### src/rtl/dp_pkg.sv
// dp_pkg: shared types, opcode/condition/shift constants and condition evaluation for dp_sequencer
package dp_pkg;
    typedef enum logic [2:0] {S_IDLE, S_READ, S_RSHIFT, S_EXEC, S_WB} state_t;
    localparam logic [3:0] OP_AND = 4'h0, OP_EOR = 4'h1, OP_SUB = 4'h2, OP_RSB = 4'h3,
                           OP_ADD = 4'h4, OP_ADC = 4'h5, OP_SBC = 4'h6, OP_RSC = 4'h7,
                           OP_TST = 4'h8, OP_TEQ = 4'h9, OP_CMP = 4'hA, OP_CMN = 4'hB,
                           OP_ORR = 4'hC, OP_MOV = 4'hD, OP_BIC = 4'hE, OP_MVN = 4'hF;
    localparam logic [3:0] CC_EQ = 4'h0, CC_NE = 4'h1, CC_CS = 4'h2, CC_CC = 4'h3,
                           CC_MI = 4'h4, CC_PL = 4'h5, CC_VS = 4'h6, CC_VC = 4'h7,
                           CC_HI = 4'h8, CC_LS = 4'h9, CC_GE = 4'hA, CC_LT = 4'hB,
                           CC_GT = 4'hC, CC_LE = 4'hD, CC_AL = 4'hE, CC_NV = 4'hF;
    localparam logic [2:0] SH_LSL = 3'd0, SH_LSR = 3'd1, SH_ASR = 3'd2, SH_ROR = 3'd3;
    // Odd codes are the negation of the even code below them; AL/NV pair as always/never.
    function automatic logic cond_pass(input logic [3:0] cc, input logic [3:0] f);
        logic b;
        case ({cc[3:1], 1'b0})
            CC_EQ: b = f[2];
            CC_CS: b = f[1];
            CC_MI: b = f[3];
            CC_VS: b = f[0];
            CC_HI: b = f[1] & ~f[2];
            CC_GE: b = f[3] == f[0];
            CC_GT: b = ~f[2] & (f[3] == f[0]);
            default: b = 1'b1;
        endcase
        return b ^ cc[0];
    endfunction
endpackage

### src/rtl/dp_alu.sv
// dp_alu: combinational data-processing ALU producing result and NZCV
module dp_alu
    import dp_pkg::*;
#(
    parameter int XLEN = 32
) (
    input  logic [XLEN-1:0] a,
    input  logic [XLEN-1:0] b,
    input  logic [3:0]      opcode,
    input  logic            c_in,
    input  logic            v_in,
    output logic [XLEN-1:0] result,
    output logic [3:0]      nzcv
);
    logic [XLEN-1:0] x, y, lres;
    logic [XLEN:0] sum;
    logic ci, arith;
    // All arithmetic is x + y + ci; subtraction inverts an operand so carry is NOT borrow.
    always_comb begin
        x = a;
        y = b;
        ci = 1'b0;
        arith = 1'b1;
        case (opcode)
            OP_SUB, OP_CMP: begin y = ~b; ci = 1'b1; end
            OP_RSB: begin x = b; y = ~a; ci = 1'b1; end
            OP_ADD, OP_CMN: ci = 1'b0;
            OP_ADC: ci = c_in;
            OP_SBC: begin y = ~b; ci = c_in; end
            OP_RSC: begin x = b; y = ~a; ci = c_in; end
            default: arith = 1'b0;
        endcase
        case (opcode)
            OP_AND, OP_TST: lres = a & b;
            OP_EOR, OP_TEQ: lres = a ^ b;
            OP_ORR: lres = a | b;
            OP_BIC: lres = a & ~b;
            OP_MVN: lres = ~b;
            default: lres = b;
        endcase
        sum = {1'b0, x} + {1'b0, y} + {{XLEN{1'b0}}, ci};
        result = arith ? sum[XLEN-1:0] : lres;
        nzcv = {result[XLEN-1], ~|result, arith ? sum[XLEN] : c_in,
                arith ? (x[XLEN-1] == y[XLEN-1]) && (sum[XLEN-1] != x[XLEN-1]) : v_in};
    end
endmodule

### src/rtl/dp_sequencer.sv
// dp_sequencer: multi-cycle data-processing instruction sequencer with condition codes and register shifts
module dp_sequencer
    import dp_pkg::*;
#(
    parameter int XLEN = 32,
    parameter int RAW  = 4,
    parameter int SHW  = 5
) (
    input  logic            clk,
    input  logic            rst,
    input  logic            instr_valid,
    output logic            instr_ready,
    input  logic [31:0]     instr,
    output logic [RAW-1:0]  rf_raddr1,
    output logic [RAW-1:0]  rf_raddr2,
    input  logic [XLEN-1:0] rf_rdata1,
    input  logic [XLEN-1:0] rf_rdata2,
    output logic            rf_we,
    output logic [RAW-1:0]  rf_waddr,
    output logic [XLEN-1:0] rf_wdata,
    output logic [XLEN-1:0] sh_in,
    output logic [2:0]      sh_mode,
    output logic [SHW-1:0]  sh_count,
    input  logic [XLEN-1:0] sh_out,
    input  logic [3:0]      flags_in,
    output logic            cpsr_we,
    output logic [3:0]      cpsr_wdata,
    output logic            done,
    output logic            err
);
    state_t state_q, state_d;
    logic [25:0] ir;
    logic [XLEN-1:0] rn_q, rm_q, res_q, op2, alu_res;
    logic [7:0] rs_q;
    logic [3:0] nzcv_q, alu_nzcv;
    logic err_q, skip_q, imm, reg_sh, is_test, bad, big;
    assign imm = ir[25];
    assign reg_sh = ~ir[25] & ir[4];
    assign is_test = ir[24:23] == 2'b10;
    assign bad = (instr[27:26] != 2'b00) | (~instr[25] & instr[4] & instr[7]);
    assign big = int'(rs_q) >= XLEN;
    always_ff @(posedge clk or posedge rst) begin
        if (rst) state_q <= S_IDLE;
        else state_q <= state_d;
    end
    always_comb begin
        state_d = state_q;
        case (state_q)
            S_IDLE: if (instr_valid) state_d = (bad || !cond_pass(instr[31:28], flags_in)) ? S_WB : S_READ;
            S_READ: state_d = reg_sh ? S_RSHIFT : S_EXEC;
            S_RSHIFT: state_d = S_EXEC;
            S_EXEC: state_d = S_WB;
            default: state_d = S_IDLE;
        endcase
    end
    // Shifter is held driven through EXEC so sh_out is still valid when op2 is captured.
    always_comb begin
        rf_raddr1 = '0;
        rf_raddr2 = '0;
        sh_in = '0;
        sh_mode = '0;
        sh_count = '0;
        if (state_q == S_READ) begin
            rf_raddr1 = RAW'(ir[19:16]);
            rf_raddr2 = RAW'(ir[3:0]);
        end
        if (state_q == S_RSHIFT) rf_raddr2 = RAW'(ir[11:8]);
        if (state_q inside {S_READ, S_RSHIFT, S_EXEC}) begin
            sh_in = imm ? XLEN'(ir[7:0]) : (state_q == S_READ ? rf_rdata2 : rm_q);
            sh_mode = imm ? SH_ROR : {1'b0, ir[6:5]};
            sh_count = imm ? SHW'({ir[11:8], 1'b0}) : reg_sh ? rs_q[SHW-1:0] : SHW'(ir[11:7]);
        end
    end
    // Register-specified amounts of zero or >= XLEN bypass the external shifter.
    assign op2 = !reg_sh ? sh_out :
                 rs_q == 8'd0 ? rm_q :
                 !big ? sh_out :
                 ir[6:5] == 2'b10 ? {XLEN{rm_q[XLEN-1]}} :
                 ir[6] ? sh_out : '0;
    dp_alu #(.XLEN(XLEN)) u_alu (
        .a(rn_q),
        .b(op2),
        .opcode(ir[24:21]),
        .c_in(flags_in[1]),
        .v_in(flags_in[0]),
        .result(alu_res),
        .nzcv(alu_nzcv)
    );
    always_ff @(posedge clk or posedge rst) begin
        if (rst) begin
            ir <= '0;
            err_q <= 1'b0;
            skip_q <= 1'b0;
            rn_q <= '0;
            rm_q <= '0;
            rs_q <= '0;
            res_q <= '0;
            nzcv_q <= '0;
        end else begin
            case (state_q)
                S_IDLE: if (instr_valid) begin
                    ir <= instr[25:0];
                    err_q <= bad;
                    skip_q <= ~bad & ~cond_pass(instr[31:28], flags_in);
                end
                S_READ: begin
                    rn_q <= rf_rdata1;
                    rm_q <= rf_rdata2;
                end
                S_RSHIFT: rs_q <= rf_rdata2[7:0];
                S_EXEC: begin
                    res_q <= alu_res;
                    nzcv_q <= alu_nzcv;
                end
                default: ;
            endcase
        end
    end
    assign instr_ready = state_q == S_IDLE;
    assign done = state_q == S_WB;
    assign err = done & err_q;
    assign rf_we = done & ~err_q & ~skip_q & ~is_test;
    assign cpsr_we = done & ~err_q & ~skip_q & (ir[20] | is_test);
    assign rf_waddr = RAW'(ir[15:12]);
    assign rf_wdata = res_q;
    assign cpsr_wdata = nzcv_q;
endmodule

### config.mk
export PLATFORM = sky130hd
export DESIGN_NAME = dp_sequencer
export DESIGN_NICKNAME = d
export VERILOG_FILES = /design/src/rtl/dp_pkg.sv /design/src/rtl/dp_alu.sv /design/src/rtl/dp_sequencer.sv
export SDC_FILE = /design/constraint.sdc
export NUM_CORES = 1
export LEC_CHECK = 0
export ABC_AREA = 0
export ABC_CLOCK_PERIOD_IN_PS = 8620
export CORE_AREA = 4 4 204 206
export CTS_BUF_LIST = sky130_fd_sc_hd__clkbuf_2
export CTS_CLUSTER_DIAMETER = 200
export DETAILED_ROUTE_END_ITERATION = 8
export DIE_AREA = 0 0 208 210
export DONT_BUFFER_PORTS = 1
export PLACE_DENSITY = 0.4
export RECOVER_POWER = 100
export SYNTH_ARGS = -nofsm -noshare
export SYNTH_HDL_FRONTEND = slang
export SYNTH_SLANG_ARGS = --single-unit
### constraint.sdc
create_clock -name clk -period 8.62 [get_ports clk]
set_clock_uncertainty 0.05 [all_clocks]
set_input_delay 0.431 -clock clk [delete_from_list [all_inputs] [get_ports clk]]
set_output_delay 0.431 -clock clk [all_outputs]
set_load 0.05 [all_outputs]
# Word-level counts from Yosys, hierarchy flattened
# Cells that the tools add are included.
# totals
register_bits	139
in_bits	135
elab_cells	120
out_inout_bits	93
# classes
reduce_logical	19
add_sub_neg	2
n_mux	31
eq_ne	30
n_lt_le_gt_ge	1
bitwise_logic	28
# ops
operator	n
$mux 32	10
$pmux 32 s5	1
$and 32x32->32	2
$not 32->32	2
$pmux 32 s2	1
$add 32x32->33	1
$add 33x1->33	1
$or 32x32->32	1
$reduce_or 32->1	1
$xor 32x32->32	1
$eq 4x4->1 const B	7
$eq 4x3->1 const B	4
$mux 5	3
$eq 3x2->1 const B	4
$eq 3x3->1 const B	4
$mux 4	3
$pmux 3 s4	1
$and 1x1->1	11
$reduce_or 3->1	3
$eq 4x2->1 const B	2
$ge 8x6->1 const B	1
$logic_not 8->1	1
$not 1->1	8
$reduce_or 8->1	1
other kinds (22)	37

# Logic depth before layout (Yosys ltp)
# logic_depth
depth_word	12
ltp_mapped	21
ltp_nobuf	19

# Modules after synthesis
# A second synthesis with hierarchy kept.
# hier_totals
hier_cells	1422
hier_area_um2	11986.5
# modules_own_cells
mod	instances	cells_per_inst	area_each_um2	seq_area_each_um2
dp_sequencer	1	536	6388.6	3478.3
dp_alu	1	886	5597.9	0.0

# Least setup slack after synthesis
# Ideal clock, no wire load.
# synth_path
kind	register -> register
startpoint	register rs_q[1]
endpoint	register nzcv_q[2], in the netlist cpsr_wdata[2]
t_required_ps	8451
stages_incl_launch_ff	22
arrival_time_ps	4830
setup_time_ps	119
synth_period_minus_slack_ps	4999
path_slack_ps	3621
cell_sequence	dfrtp_1 or4_1 buf_6 o21ai_2 nand2_2 buf_6 a221oi_4 nor2_1 a211oi_1 fa_1 inv_1 fa_1 a211oi_1 o211ai_1 a21oi_1 o21ai_0 and4_1 or4_1 nand2_1 and4b_1 nand4_1 nand2_1
# synth_via
elab_chain_cells	11
elab_cells_between_ends	18
cone_classes	2 x add/sub; 1 x order compare; 7 x mux; 5 x bitwise; 3 x reduce/logical
# synth_rtl
element	line_no	rtl
start: declaration	dp_sequencer.sv:34	logic [7:0] rs_q;
start signal: assignment	dp_sequencer.sv:110	S_RSHIFT: rs_q <= rf_rdata2[7:0];
$ge 8x6->1	dp_sequencer.sv:41	assign big = int'(rs_q) >= XLEN;
$mux 32	dp_sequencer.sv:77	!big ? sh_out :
$mux 32 (*)	dp_sequencer.sv:76	rs_q == 8'd0 ? rm_q :
$mux 32 (*)	dp_sequencer.sv:75	assign op2 = !reg_sh ? sh_out :
$not 32->32	--	
$pmux 32 s2	dp_alu.sv:24	case (opcode)
$add 32x32->33	dp_alu.sv:41	sum = {1'b0, x} + {1'b0, y} + {{XLEN{1'b0}}, ci};
$add 33x1->33	dp_alu.sv:41	
$mux 32 (*)	dp_alu.sv:42	result = arith ? sum[XLEN-1:0] : lres;
$reduce_or 32->1 (*)	dp_alu.sv:43	nzcv = {result[XLEN-1], ~|result, arith ? sum[XLEN] : c_in,
$logic_not 1->1 (*)	dp_alu.sv:43	
end signal: assignment	dp_sequencer.sv:113	nzcv_q <= alu_nzcv;
end: declaration	dp_sequencer.sv:35	logic [3:0] nzcv_q, alu_nzcv;
# Mark *: on every way between the ends. The rest lies on a longest branch, timed or not.
# A chain may end at the register's enable or synchronous reset.

# Worst setup path after layout
# Ends and elaborated chain as after synthesis.

==> results.sh <==
export IMPL_status="finished with violations"
export IMPL_violations="max-capacitance violations, max-slew violations"
export IMPL_layout_drive_gt1_share=0.0946
export IMPL_synth_cell_types=86
export IMPL_rows=73
export IMPL_start_util=0.297
export IMPL_routed_wl_um=49600
export IMPL_crit_path_start_kind="flop"
export IMPL_cp_end_kind="flop"
export IMPL_critPathSlowestCell="a221oi_1"
export IMPL_crit_path_max_fanout=21
export IMPL_synth_top_cell_by_area="dfrtp_1"
export IMPL_synthTopCellsByCount="200 x nand2_1, 159 x o21ai_0, 138 x dfrtp_1, 124 x a21oi_1, 86 x clkbuf_1"
export IMPL_yosys_area_top_type_share=0.293
export IMPL_post_drt_wl_per_cell_um=24.3
export IMPL_fmax_ghz=0.144
export IMPL_fin_setup_tns_ns=0
export IMPL_nets=1699
export IMPL_rsz0062_at_grt="false"
export IMPL_synth_top_cells_by_area="dfrtp_1 29%, o21ai_0 6.8%, ha_1 6.7%"
export IMPL_place_hpwl_um=36500
export IMPL_worstMarginPinSlew_ns=3.55
export IMPL_synth_seq_cells=138
export IMPL_area_delta_synth_final_pct=14.8
export IMPL_slew_headroom=-1.37
export IMPL_grt_overflow_total=0
export IMPL_place_congestion=0.869
export IMPL_setup_viol=0
export IMPL_antenna_found_initial=7
export IMPL_clk_latency_ns=0.95
export IMPL_dieArea_um2=43700
export IMPL_boundaryPins=228
export IMPL_synth_most_common_cell="nand2_1"
export IMPL_slew_violations=215
export IMPL_hold_viol=0
export IMPL_cts_sinks=138
export IMPL_avgSynthCellArea_um2=8.09
export IMPL_grt_pass1_vias=11200
export IMPL_drt_iter0_drc=809
export IMPL_critical_path_required_ns=9.41
export IMPL_max_stage_delay_ns=1.26
export IMPL_root_buffer="clkbuf_2"
export IMPL_synth_area_um2=11800
export IMPL_reg2reg_from="rs_q[1]"
export IMPL_crit_start="rs_q[1]"
export IMPL_htreeDepth=4
export IMPL_cp_cell_sequence="or4_1 -> o21ai_0 -> nand2_1 -> a221oi_1 -> o221ai_1 -> ha_1 -> a21oi_1 -> o21ai_0 -> a2111oi_0 -> o21ai_0 -> and4_1 -> or4_1 -> nand2_1 -> and4b_1 -> nand4_1 -> nand2_1"
export IMPL_synth_async_reset_ratio=1.00
export IMPL_met3_length_um=3700
export IMPL_syn_nets=1656
export IMPL_critPathTopFamily="compound AO/OA/AOI/OAI gates"
export IMPL_hold_ws_ns=0.116
export IMPL_cts_tree="done"
export IMPL_die_width_um=208
export IMPL_grt_pass1_wl_um=73900
export IMPL_period_share=0.805
export IMPL_detailroute_wirelength_met2_um=21900
export IMPL_hold_start="instr[31]"
export IMPL_hold_class="input port to flop"
export IMPL_cts_buffers=17
export IMPL_cts_buffer_depth=2
export IMPL_crit_type="flop to flop"
export IMPL_synth_seq_area_share=0.293
export IMPL_num_vias=11500
export IMPL_maxUsedRoutingLayer="met5"
export IMPL_synth_edf_count=0
export IMPL_crit_buf_inv=0
export IMPL_fin_crit_ns=6.94
export IMPL_grt_use_total=0.221
export IMPL_drt_met1_wl_um=22900
export IMPL_syn_inst=1456
export IMPL_final_util=0.341
export IMPL_clk_pin_slew_ns=0.29
export IMPL_synth_warnings=0
export IMPL_synthFlopType="dfrtp_1"
export IMPL_postRouteAntennaNets=0
export IMPL_cap_viol_max_count=6
export IMPL_fp_dieH_um=210
export IMPL_core_region_area_um2=39600
export IMPL_cp_arrival_ns=7.73
export IMPL_grt_max_degree=65
export IMPL_portBuffers=0
export IMPL_detail_route_vias_per_cell=5.63
export IMPL_drcViolationCount=0
export IMPL_dr_pass1_iters=5
[layer usage]
layer | vias up | global-route usage
met5 | - | 0
met1 | 5648 | 0.305
met2 | 381 | 0.341
met3 | 47 | 0.0613
li1 | 5427 | -
met4 | 2 | 0.0614
[per-stage QoR]
step                      instance area, um^2  instances  setup slack, ns
after global placement                  12200       1893             2.43
final                                   13500       2043             1.68
after floorplan                         11800       1456             3.62
after detailed placement                12200       1893             2.36
after CTS                               13600       2037             2.29
after global routing                    13500       2040             1.17
[flip-flops by register name, summed over array words and instances (netlist names)]
register    flops
state_q         3
rm_q           32
ir             26
err_q           1
cpsr_wdata      3
rs_q            8
skip_q          1
rn_q           32
rf_wdata       32
[worst paths after layout]
check                           endpoint  slack [ns]  depth (start not counted)
max in group asynchronous   rf_wdata[31]        2.87                          4
hold reg to reg                   ir[20]        0.50                          1
min in group asynchronous        rn_q[5]        1.35                          3
setup / recovery           cpsr_wdata[2]        1.68                         16
setup reg to reg           cpsr_wdata[2]        1.68                         16
hold / removal                state_q[0]        0.12                          5
[worst register-to-register path, delay by kind of cell, from the launching register on]
family	cells	cell delay (ns)
compound gates	7	3.25
simple gates	8	2.64
flops	1	0.49
fa+ha+maj	1	0.43
[cell usage in the layout, fill, tap and decap left out, drive strengths merged, types with 6 or more instances in the layout]
| cell | n |
|---|---|
| mux2 | 70 |
| o211ai | 23 |
| mux2i | 35 |
| nor2 | 85 |
| a21o | 12 |
| clkbuf | 29 |
| o31ai | 11 |
| nand2 | 201 |
| o21ai | 162 |
| nand4 | 13 |
| diode | 6 |
| and2 | 19 |
| o221ai | 35 |
| a31o | 6 |
| ha | 63 |
| dlygate4sd3 | 112 |
| nand3 | 20 |
| xor2 | 13 |
| nor4 | 10 |
| or3 | 9 |
| clkinv | 7 |
| and3 | 9 |
| nor2b | 38 |
| inv | 61 |
| a221o | 6 |
| dfrtp | 138 |
| a31oi | 10 |
| buf | 19 |
| a211oi | 13 |
| o22ai | 13 |
| nor3 | 29 |
| a2111oi | 6 |
| xnor2 | 8 |
| a221oi | 13 |
| a21oi | 126 |
[layout make-up]
type                       count  area, um^2
tap                          525         657
clock inverter                15         158
antenna                        6        15.0
fill                        4243       26100
clock buffer                  17        85.1
timing repair buffer         143        1310
sequential                   138        3450
inverter                      56         211
multi-input combinational   1143        7640
[logic make-up after synthesis]
kind of cell / share of synthesized area
other: 0.000318
multiplexers: 0.0985
AND/OR/NAND/NOR: 0.182
flip-flops: 0.293
AO/OA/AOI/OAI: 0.279
adder cells (fa/ha/maj): 0.0703
XOR/XNOR: 0.0156
buffers and inverters: 0.0617
[what timing repair did]
action	CTS	global route
gates resized for setup	0	0
setup buffers	0	0
hold buffers	112	0
endpoints found under the hold margin	184	0
Power is not shown: default switching activity piles up to over one toggle a cycle in this logic, so the estimate is an artifact.
